`config.mk`:
```
export PLATFORM = sky130hd
export DESIGN_NAME = sig_input_conditioner_flat
export DESIGN_NICKNAME = d
export VERILOG_FILES = /design/src/rtl/sig_input_conditioner_if.sv /design/src/rtl/sig_input_conditioner.sv /design/src/flat_wrapper.sv
export SDC_FILE = /design/constraint.sdc
export NUM_CORES = 1
export LEC_CHECK = 0
export CAP_MARGIN = 20
export CORE_ASPECT_RATIO = 0.8
export CORE_UTILIZATION = 46
export CTS_CLUSTER_DIAMETER = 40
export CTS_CLUSTER_SIZE = 8
export DETAILED_ROUTE_END_ITERATION = 12
export GPL_TIMING_DRIVEN = 0
export MAX_ROUTING_LAYER = met4
export PLACE_DENSITY_LB_ADDON = 0.08
export SLEW_MARGIN = 10
export SYNTH_ARGS = -nofsm -noshare
export SYNTH_HDL_FRONTEND = slang
export SYNTH_SLANG_ARGS = --single-unit
export TNS_END_PERCENT = 50
```
`constraint.sdc`:
```
create_clock -name clk -period 2.3 [get_ports clk]
set_clock_uncertainty 0.2 [all_clocks]
set_input_delay 0.46 -clock clk [delete_from_list [all_inputs] [get_ports clk]]
set_output_delay 0.46 -clock clk [all_outputs]
set_load 0.02 [all_outputs]
```
`src/rtl/sig_input_conditioner_if.sv`:
```
// Bundle of the raw-input, qualified-output and glitch-counter signals of sig_input_conditioner.
// master = upstream driver / observer, slave = the conditioner itself.
interface sig_input_conditioner_if #(
   parameter int CNT_W    = 4,
   parameter int GLITCH_W = 8
);
   logic                raw_in;
   logic [CNT_W-1:0]    stable_cnt;
   logic                glitch_clr;
   logic                sig_out;
   logic                rise_pulse;
   logic                fall_pulse;
   logic [GLITCH_W-1:0] glitch_cnt;

   modport master (
      output raw_in, stable_cnt, glitch_clr,
      input  sig_out, rise_pulse, fall_pulse, glitch_cnt
   );

   modport slave (
      input  raw_in, stable_cnt, glitch_clr,
      output sig_out, rise_pulse, fall_pulse, glitch_cnt
   );
endinterface

```
`src/rtl/sig_input_conditioner.sv`:
```
// Synchronises raw_in, qualifies each level change over N stable samples and emits rise/fall strobes.
// Optional glitch counter enabled by defining SIG_INPUT_CONDITIONER_GLITCH_CNT_EN.
module sig_input_conditioner #(
   parameter int SYNC_STAGES = 2,
   parameter int CNT_W       = 4,
   parameter int GLITCH_W    = 8
) (
   input  logic                  clk,
   input  logic                  rst_n,
   sig_input_conditioner_if.slave bus
);
   localparam logic [1:0] ST_LOW    = 2'd0;
   localparam logic [1:0] ST_QUAL_H = 2'd1;
   localparam logic [1:0] ST_HIGH   = 2'd2;
   localparam logic [1:0] ST_QUAL_L = 2'd3;

   logic [SYNC_STAGES-1:0] sync_q, sync_d;
   logic                   syn;
   logic [1:0]             state_q, state_d;
   logic [CNT_W-1:0]       cnt_q, cnt_d;
   logic [CNT_W-1:0]       n_q, n_d;
   logic [CNT_W-1:0]       n_eff;
   logic                   sig_out_q, sig_out_d;
   logic                   rise_q, rise_d;
   logic                   fall_q, fall_d;
   logic                   glitch_evt;

   assign syn   = sync_q[SYNC_STAGES-1];
   assign n_eff = (bus.stable_cnt == '0) ? CNT_W'(1) : bus.stable_cnt;

   always_comb begin
      sync_d = {sync_q[SYNC_STAGES-2:0], bus.raw_in};
   end

   // N is captured on entry to a qualifying state so mid-run stable_cnt changes apply next time.
   always_comb begin
      state_d    = state_q;
      cnt_d      = cnt_q;
      n_d        = n_q;
      rise_d     = 1'b0;
      fall_d     = 1'b0;
      glitch_evt = 1'b0;
      case (state_q)
         ST_LOW: begin
            if (syn) begin
               if (n_eff == CNT_W'(1)) begin
                  state_d = ST_HIGH;
                  rise_d  = 1'b1;
               end else begin
                  state_d = ST_QUAL_H;
                  cnt_d   = CNT_W'(1);
                  n_d     = n_eff;
               end
            end
         end
         ST_QUAL_H: begin
            if (!syn) begin
               state_d    = ST_LOW;
               cnt_d      = '0;
               glitch_evt = 1'b1;
            end else if (cnt_q + CNT_W'(1) == n_q) begin
               state_d = ST_HIGH;
               cnt_d   = '0;
               rise_d  = 1'b1;
            end else begin
               cnt_d = cnt_q + CNT_W'(1);
            end
         end
         ST_HIGH: begin
            if (!syn) begin
               if (n_eff == CNT_W'(1)) begin
                  state_d = ST_LOW;
                  fall_d  = 1'b1;
               end else begin
                  state_d = ST_QUAL_L;
                  cnt_d   = CNT_W'(1);
                  n_d     = n_eff;
               end
            end
         end
         default: begin
            if (syn) begin
               state_d    = ST_HIGH;
               cnt_d      = '0;
               glitch_evt = 1'b1;
            end else if (cnt_q + CNT_W'(1) == n_q) begin
               state_d = ST_LOW;
               cnt_d   = '0;
               fall_d  = 1'b1;
            end else begin
               cnt_d = cnt_q + CNT_W'(1);
            end
         end
      endcase
      sig_out_d = (state_d == ST_HIGH) || (state_d == ST_QUAL_L);
   end

   always_ff @(posedge clk or negedge rst_n) begin
      if (!rst_n) begin
         sync_q    <= '0;
         state_q   <= ST_LOW;
         cnt_q     <= '0;
         n_q       <= '0;
         sig_out_q <= 1'b0;
         rise_q    <= 1'b0;
         fall_q    <= 1'b0;
      end else begin
         sync_q    <= sync_d;
         state_q   <= state_d;
         cnt_q     <= cnt_d;
         n_q       <= n_d;
         sig_out_q <= sig_out_d;
         rise_q    <= rise_d;
         fall_q    <= fall_d;
      end
   end

   assign bus.sig_out    = sig_out_q;
   assign bus.rise_pulse = rise_q;
   assign bus.fall_pulse = fall_q;

`ifdef SIG_INPUT_CONDITIONER_GLITCH_CNT_EN
   logic [GLITCH_W-1:0] glitch_q, glitch_d;

   // Clear takes priority over a coincident glitch event; the count saturates at all-ones.
   always_comb begin
      glitch_d = glitch_q;
      if (bus.glitch_clr) begin
         glitch_d = '0;
      end else if (glitch_evt && (glitch_q != '1)) begin
         glitch_d = glitch_q + GLITCH_W'(1);
      end
   end

   always_ff @(posedge clk or negedge rst_n) begin
      if (!rst_n) begin
         glitch_q <= '0;
      end else begin
         glitch_q <= glitch_d;
      end
   end

   assign bus.glitch_cnt = glitch_q;
`else
   logic glitch_unused;
   assign glitch_unused  = glitch_evt ^ bus.glitch_clr;
   assign bus.glitch_cnt = '0;
`endif
endmodule
```
`src/flat_wrapper.sv`:
```
// flat-port wrapper written by rule: the top's interface ports become plain ports
module sig_input_conditioner_flat 
#(
   parameter int SYNC_STAGES = 2,
   parameter int CNT_W       = 4,
   parameter int GLITCH_W    = 8
)
  (clk, rst_n, bus_raw_in, bus_stable_cnt, bus_glitch_clr, bus_sig_out, bus_rise_pulse, bus_fall_pulse, bus_glitch_cnt);
  sig_input_conditioner_if #(.CNT_W(CNT_W), .GLITCH_W(GLITCH_W)) bus_i ();
  input  logic clk;
  input  logic rst_n;
  input wire logic [$bits(bus_i.raw_in)-1:0] bus_raw_in;
  input wire logic [$bits(bus_i.stable_cnt)-1:0] bus_stable_cnt;
  input wire logic [$bits(bus_i.glitch_clr)-1:0] bus_glitch_clr;
  output wire logic [$bits(bus_i.sig_out)-1:0] bus_sig_out;
  output wire logic [$bits(bus_i.rise_pulse)-1:0] bus_rise_pulse;
  output wire logic [$bits(bus_i.fall_pulse)-1:0] bus_fall_pulse;
  output wire logic [$bits(bus_i.glitch_cnt)-1:0] bus_glitch_cnt;
  assign bus_i.raw_in = bus_raw_in;
  assign bus_i.stable_cnt = bus_stable_cnt;
  assign bus_i.glitch_clr = bus_glitch_clr;
  assign bus_sig_out = bus_i.sig_out;
  assign bus_rise_pulse = bus_i.rise_pulse;
  assign bus_fall_pulse = bus_i.fall_pulse;
  assign bus_glitch_cnt = bus_i.glitch_cnt;
  sig_input_conditioner #(.SYNC_STAGES(SYNC_STAGES), .CNT_W(CNT_W), .GLITCH_W(GLITCH_W)) u_core (.clk(clk), .rst_n(rst_n), .bus(bus_i));
endmodule
```
==> results.md, run 1 <==
* Comb pwr share at 42.6%
* Synth unique cells at 25
* Root Buffer: clkbuf_4
* Pwr dens at 1098 mW/mm^2
* Num ports at 19
* Final WS setup at 176.9 ps
* Hold Path Class: flop to flop
* Final Hold Vio Count at 0
* Max clock buf depth at 2
* Post-Place Cells at 99
* Total Routed Length at 1169 um
* Setup crit start kind: flop
* Remaining antenna violation count at 0
* Critical Path End: u_core.state_q[1]$_DFF_PN0_
* Synth Register Bits at 15
* Number of synthesized flops with an enable pin at 0
* Htree depth at 1
* Final nets at 92
* # setup viols final at 0
* Drt wl/cell at 11.35 um
* Layout cells sized above 1 at 25.61%
* Mean Syn Cell Area at 12.27 um^2
* Synthesized area at 760.7 um^2
* Total gr overflow at 0
* CTS tree: yes
* Pwr Total at 1.025 mW
* Seq pwr share at 42.4%
* # rows at 12
* Setup crit start: u_core.cnt_q[0]$_DFFE_PN0P_
* Switch share at 36.85%
* Period Utilization, post-route at 92.31%
* Run status: completed
* Count leader, synth: dfrtp_1
* R2r setup slk at 180 ps
* Post-synth ARST share at 100.0%
* Number of global-route vias before repair at 465
* Most used DFF post-synth: dfrtp_1
* Sequential fraction of the synthesis area at 49.34%
* CTS clk-pin slew, worst paths at 90 ps
* Initial Util at 51.70%
* Cell Area, Placed at 903.4 um^2
* Synth warnings at 0
* Area Overhead vs Synth at 22.70%
* Worst EP arrival at 2100 ps
* R2R Path Start: u_core.cnt_q[0]$_DFFE_PN0P_
* Max-slew violations at 0
* DRC viols at 0
* Syn Inst Count at 62
* Diodes inserted at 0
* CP Max Fanout at 5
* PortBufs at 9
* Req. time, crit path at 2280 ps
* First drt pass iteration count at 4
* Worst slew margin at 56.61%
* Largest net degree at the start of global routing at 16
* Post-CTS sizing at 0
* Top post-synthesis cells by count: dfrtp_1, buf_4, mux2_2, xnor2_1
* Clk_lat worst skew at 290 ps
* Die height at 38.38 um
* WS Path Type: flop to flop
* Clock power share at 14.9%
* CTS buffer count at 3
* Final min period at 2123 ps
* Core ar. at 0.001471 mm^2
* CP Capture Type: flop
* Final Instance Area at 933.4 um^2
* Max_cap viols at 0
* Max frequency at 471.0 MHz
* Area contributors post-synth: dfrtp_1, buf_4, mux2_2
* RSZ-0062 raised after global routing: no
* Die area at 0.001821 mm^2
* Clock Sinks at 15
* Cell taking the most area after synthesis: dfrtp_1
* Fin Setup TNS at 0 ps
* Reg2reg path depth at 5
* Final Util at 63.44%
* Die width at 47.47 um
* Finished Layout Cells at 103
* Psw at 0.3777 mW
* Total number of vias at 482
* DP HPWL at 940.3 um
* Initial antenna violation count at 0
* Hold WS at 165.5 ps
* Max rail drop VDD at 0.0006712 V
* Leak at 0.4137 nW
* Pre-CTS WS at 55.56 ps
* Routability congestion estimate at 0.7298
* GRT Util Overall at 17.56%
* Share of the synthesized area in the top cell type at 49.34%
* DRT iter0 DRCs at 7
* Via/cell ratio at 4.680
* Power Internal at 0.6471 mW
* Post-CTS Hold Buffers at 0
* First-pass GRT wire length at 1987 um
* Critical R2R Capture: u_core.state_q[1]$_DFF_PN0_
* Slew @ Worst Pin at 648.8 ps
* Post-CTS Setup Bufs at 0
-- worst max-delay path: stages (launching register included) --
cell and delay, ps:
dfrtp_1 450, ha_1 250, xor3_1 390, nor3_2 60, a31oi_2 310, mux2_1 370
-- how the worst min path moves through the flow --
stage	startpoint	to	slack, ps	cells past startpoint
6_report	u_core.sync_q[0]$_DFF_PN0_	u_core.sync_q[1]$_DFF_PN0_	170	0
4_1_cts	u_core.sync_q[0]$_DFF_PN0_	u_core.sync_q[1]$_DFF_PN0_	170	0
3_5_place_dp	u_core.sync_q[0]$_DFF_PN0_	u_core.sync_q[1]$_DFF_PN0_	150	0
5_1_grt	u_core.sync_q[0]$_DFF_PN0_	u_core.sync_q[1]$_DFF_PN0_	180	0
2_1_floorplan	rst_n	u_core.bus.fall_pulse$_DFF_PN0_	-40	0
3_3_place_gp	u_core.sync_q[0]$_DFF_PN0_	u_core.sync_q[1]$_DFF_PN0_	140	0
-- per-layer routing --
metal / part of all wire [%] / vias up / wire length [um] / track usage [%]
li1: - / 243 / - / -
met1: 46 / 221 / 541 / 22.42
met2: 47 / 18 / 553 / 25.00
met3: 6.3 / 0 / 74 / 7.075
met4: 0 / 0 / 0 / 6.429
met5: 0 / - / 0 / -
-- flip-flops by register name (all words and copies together), names as in the netlist --
| register | flops |
|---|---|
| u_core.bus.rise_pulse | 1 |
| u_core.state_q | 2 |
| u_core.sync_q | 2 |
| u_core.bus.fall_pulse | 1 |
| u_core.cnt_q | 4 |
| u_core.bus.sig_out | 1 |
| u_core.n_q | 4 |
-- power by group through the flow --
stage               combinational (mW)  clock (mW)  sequential, mW
global placement                 0.429           0           0.435
floorplan                        0.335           0           0.435
global route                     0.476       0.171           0.448
CTS                              0.443       0.160           0.436
finish                           0.437       0.153           0.435
detailed placement               0.441           0           0.443
-- cell usage in the layout (no fill, tap or decap), types with 2 or more instances in the layout --
cell             netlist  routed
a32o_1                 2       2
mux2_1                 2       2
clkdlybuf4s50_1        0       9
xnor2_1                4       4
nor3b_1                3       3
xor2_1                 2       2
a21oi_1                2       2
nand2_1                3       3
nor2_1                 3       3
dfrtp_1               15      15
mux2_2                 4       4
conb_1                 1       8
buf_4                  8       8
clkbuf_4               0       3
-- cell families (layout without fill, tap and decap cells) --
kind of cell,after synthesis,after routing,share of synthesized area [%]
other cells,1,8,0.4929
compound gates,8,8,9.047
fa+ha+maj,1,1,1.644
flops,15,15,49.34
buf+inv,8,21,7.895
xor+xnor,7,7,10.03
mux,6,6,8.881
simple gates,16,16,12.67
-- cell type report --
class / count / area, um^2
clock inverters: 1 / 7.507
repair buffers: 9 / 90.09
well taps: 21 / 26.28
flip-flops and latches: 15 / 375.4
fillers: 138 / 538.0
multi-input cells: 46 / 351.6
plain buffers: 8 / 60.06
clock buffers: 3 / 22.52
Power figures use the tool's default switching activity.
==> inputs of run 2 (changes only) <==
Settings changed: CORE_ASPECT_RATIO 0.8 to unset, CORE_UTILIZATION 46 to 50, SLEW_MARGIN 10 to 25.
Clock period 2.3 ns to 2.45 ns, I/O delays scaled along.
==> results.md, run 2 (synthesis results as in run 1) <==
* Run status: completed
* Critical R2R Capture: u_core.bus.sig_out$_DFF_PN0_
* WHS Endpoint: u_core.sync_q[1]$_DFF_PN0_
* Final min period at 2122 ps
* # rows at 13
* Core ar. at 0.001350 mm^2
* # setup viols final at 0
* CTS tree: yes
* Max frequency at 471.2 MHz
* CP Capture Type: flop
* # fillers at 110
* Fin Setup TNS at 0 ps
* Die width at 41.01 um
* Final nets at 92
* Die area at 0.001681 mm^2
* Largest regs: u_core.cnt_q: 4 flops, u_core.n_q: 4 flops
* Reg2reg path depth at 5
* Max clock buf depth at 2
* Max rail drop VDD at 0.0005770 V
* Area Overhead vs Synth at 21.71%
* Period Utilization, post-route at 86.62%
* PortBufs at 9
* Final Instance Area at 925.9 um^2
* Final Hold Vio Count at 0
* Worst slew margin at 55.69%
* Num ports at 19
* Number of global-route vias before repair at 407
* Most frequent cells in the layout: dfrtp_1, clkdlybuf4s50_1, buf_4, conb_1
* Htree depth at 1
* CP Max Fanout at 5
* Crit-path cells: ha_1 > xor3_1 > nor3_2 > a31oi_2 > mux2_1
* Routability congestion estimate at 0.7287
* Layout cells sized above 1 at 25.61%
* R2r setup slk at 330 ps
* Cell Area, Placed at 895.9 um^2
* Pwr dens at 1045 mW/mm^2
* DP HPWL at 910.7 um
* Drt wl/cell at 11.99 um
* First drt pass iteration count at 1
* Leak at 0.4137 nW
* Initial Util at 56.35%
* Hold Path Class: flop to flop
* Min-delay src: u_core.sync_q[0]$_DFF_PN0_
* DRC viols at 0
* Setup crit start: u_core.cnt_q[0]$_DFFE_PN0P_
* GRT Util Overall at 17.67%
* Post-CTS sizing at 0
* Worst EP arrival at 2100 ps
* Total Routed Length at 1163 um
* Crit-path max cell delay at 450 ps
* Largest net degree at the start of global routing at 16
* Post-CTS Setup Bufs at 0
* Req. time, crit path at 2430 ps
* Die height at 41.01 um
* Max_cap viols at 0
* R2R Path Start: u_core.cnt_q[0]$_DFFE_PN0P_
* WS Path Type: flop to flop
* Commonest non-fill, non-tap cell in the layout: dfrtp_1
* Hold Path Depth at 0
* Clock Sinks at 15
* Initial antenna violation count at 0
* DRT iter0 DRCs at 0
* Diodes inserted at 0
* Max-slew violations at 0
* First-pass GRT wire length at 1752 um
* Pwr Total at 0.9672 mW
* Root Buffer: clkbuf_4
* Crit-path slowest cell: dfrtp_1
* Post-CTS Hold Buffers at 0
* Clk_lat worst skew at 290 ps
* Via/cell ratio at 5.093
* RSZ-0062 raised after global routing: no
* Remaining antenna violation count at 0
* Slew @ Worst Pin at 662.5 ps
* Setup crit start kind: flop
* CTS clk-pin slew, worst paths at 100 ps
* CTS buffer count at 3
* Total gr overflow at 0
* Total number of vias at 494
* Hold WS at 165.3 ps
[run 2: final cells by class]
class,instances,area (um^2),area share [%]
flip-flops and latches,15,375.4,40.54
multi-input cells,46,351.6,37.97
repair buffers,9,90.09,9.730
plain buffers,8,60.06,6.486
clock buffers,3,22.52,2.432
well taps,15,18.77,2.027
clock inverters,1,7.507,0.8108
[run 2: worst max-delay path by stage]
stage,end,slack (ps),depth (start not counted)
after CTS,u_core.bus.sig_out$_DFF_PN0_,330,5
after global routing,u_core.bus.sig_out$_DFF_PN0_,230,5
final,u_core.bus.sig_out$_DFF_PN0_,330,5
after global placement,u_core.bus.sig_out$_DFF_PN0_,220,5
after floorplan,u_core.bus.sig_out$_DFF_PN0_,470,5
after detailed placement,u_core.bus.sig_out$_DFF_PN0_,210,5
[run 2: metal layers]
layer | GRT usage [%] | up-vias | wire length, um
met2 | 23.05 | 16 | 548
met3 | 4.891 | 5 | 77
li1 | - | 243 | -
met4 | 12.50 | 0 | 27
met1 | 23.18 | 230 | 510
met5 | - | - | 0
[run 2: through the flow]
| stage | std cells | worst slack [ps] | util, % |
|---|---|---|---|
| 2_1_floorplan | 69 | 472.0 | - |
| 3_3_place_gp | 93 | 217.5 | 66.36 |
| 3_5_place_dp | 93 | 208.9 | 66.36 |
| 4_1_cts | 97 | 328.6 | 68.58 |
| 5_1_grt | 97 | 231.2 | 68.58 |
| 6_report | 97 | 327.9 | 68.58 |
[run 2: worst max-delay path, delay by kind of cell, from the launching register on]
kind | cells | cell delay [ps]
adders and majority gates | 1 | 250
xor gates and xnor gates | 1 | 390
AOI/OAI and AO/OA | 1 | 300
muxes | 1 | 360
DFF | 1 | 450
and+or+nand+nor | 1 | 60
[run 2: where the power goes]
part | switching (mW) | internal, mW | leakage [nW]
registers | 0.0775 | 0.329 | 0.187
logic | 0.195 | 0.217 | 0.213
clock network | 0.0865 | 0.0621 | 0.0139
total | 0.359 | 0.608 | 0.414
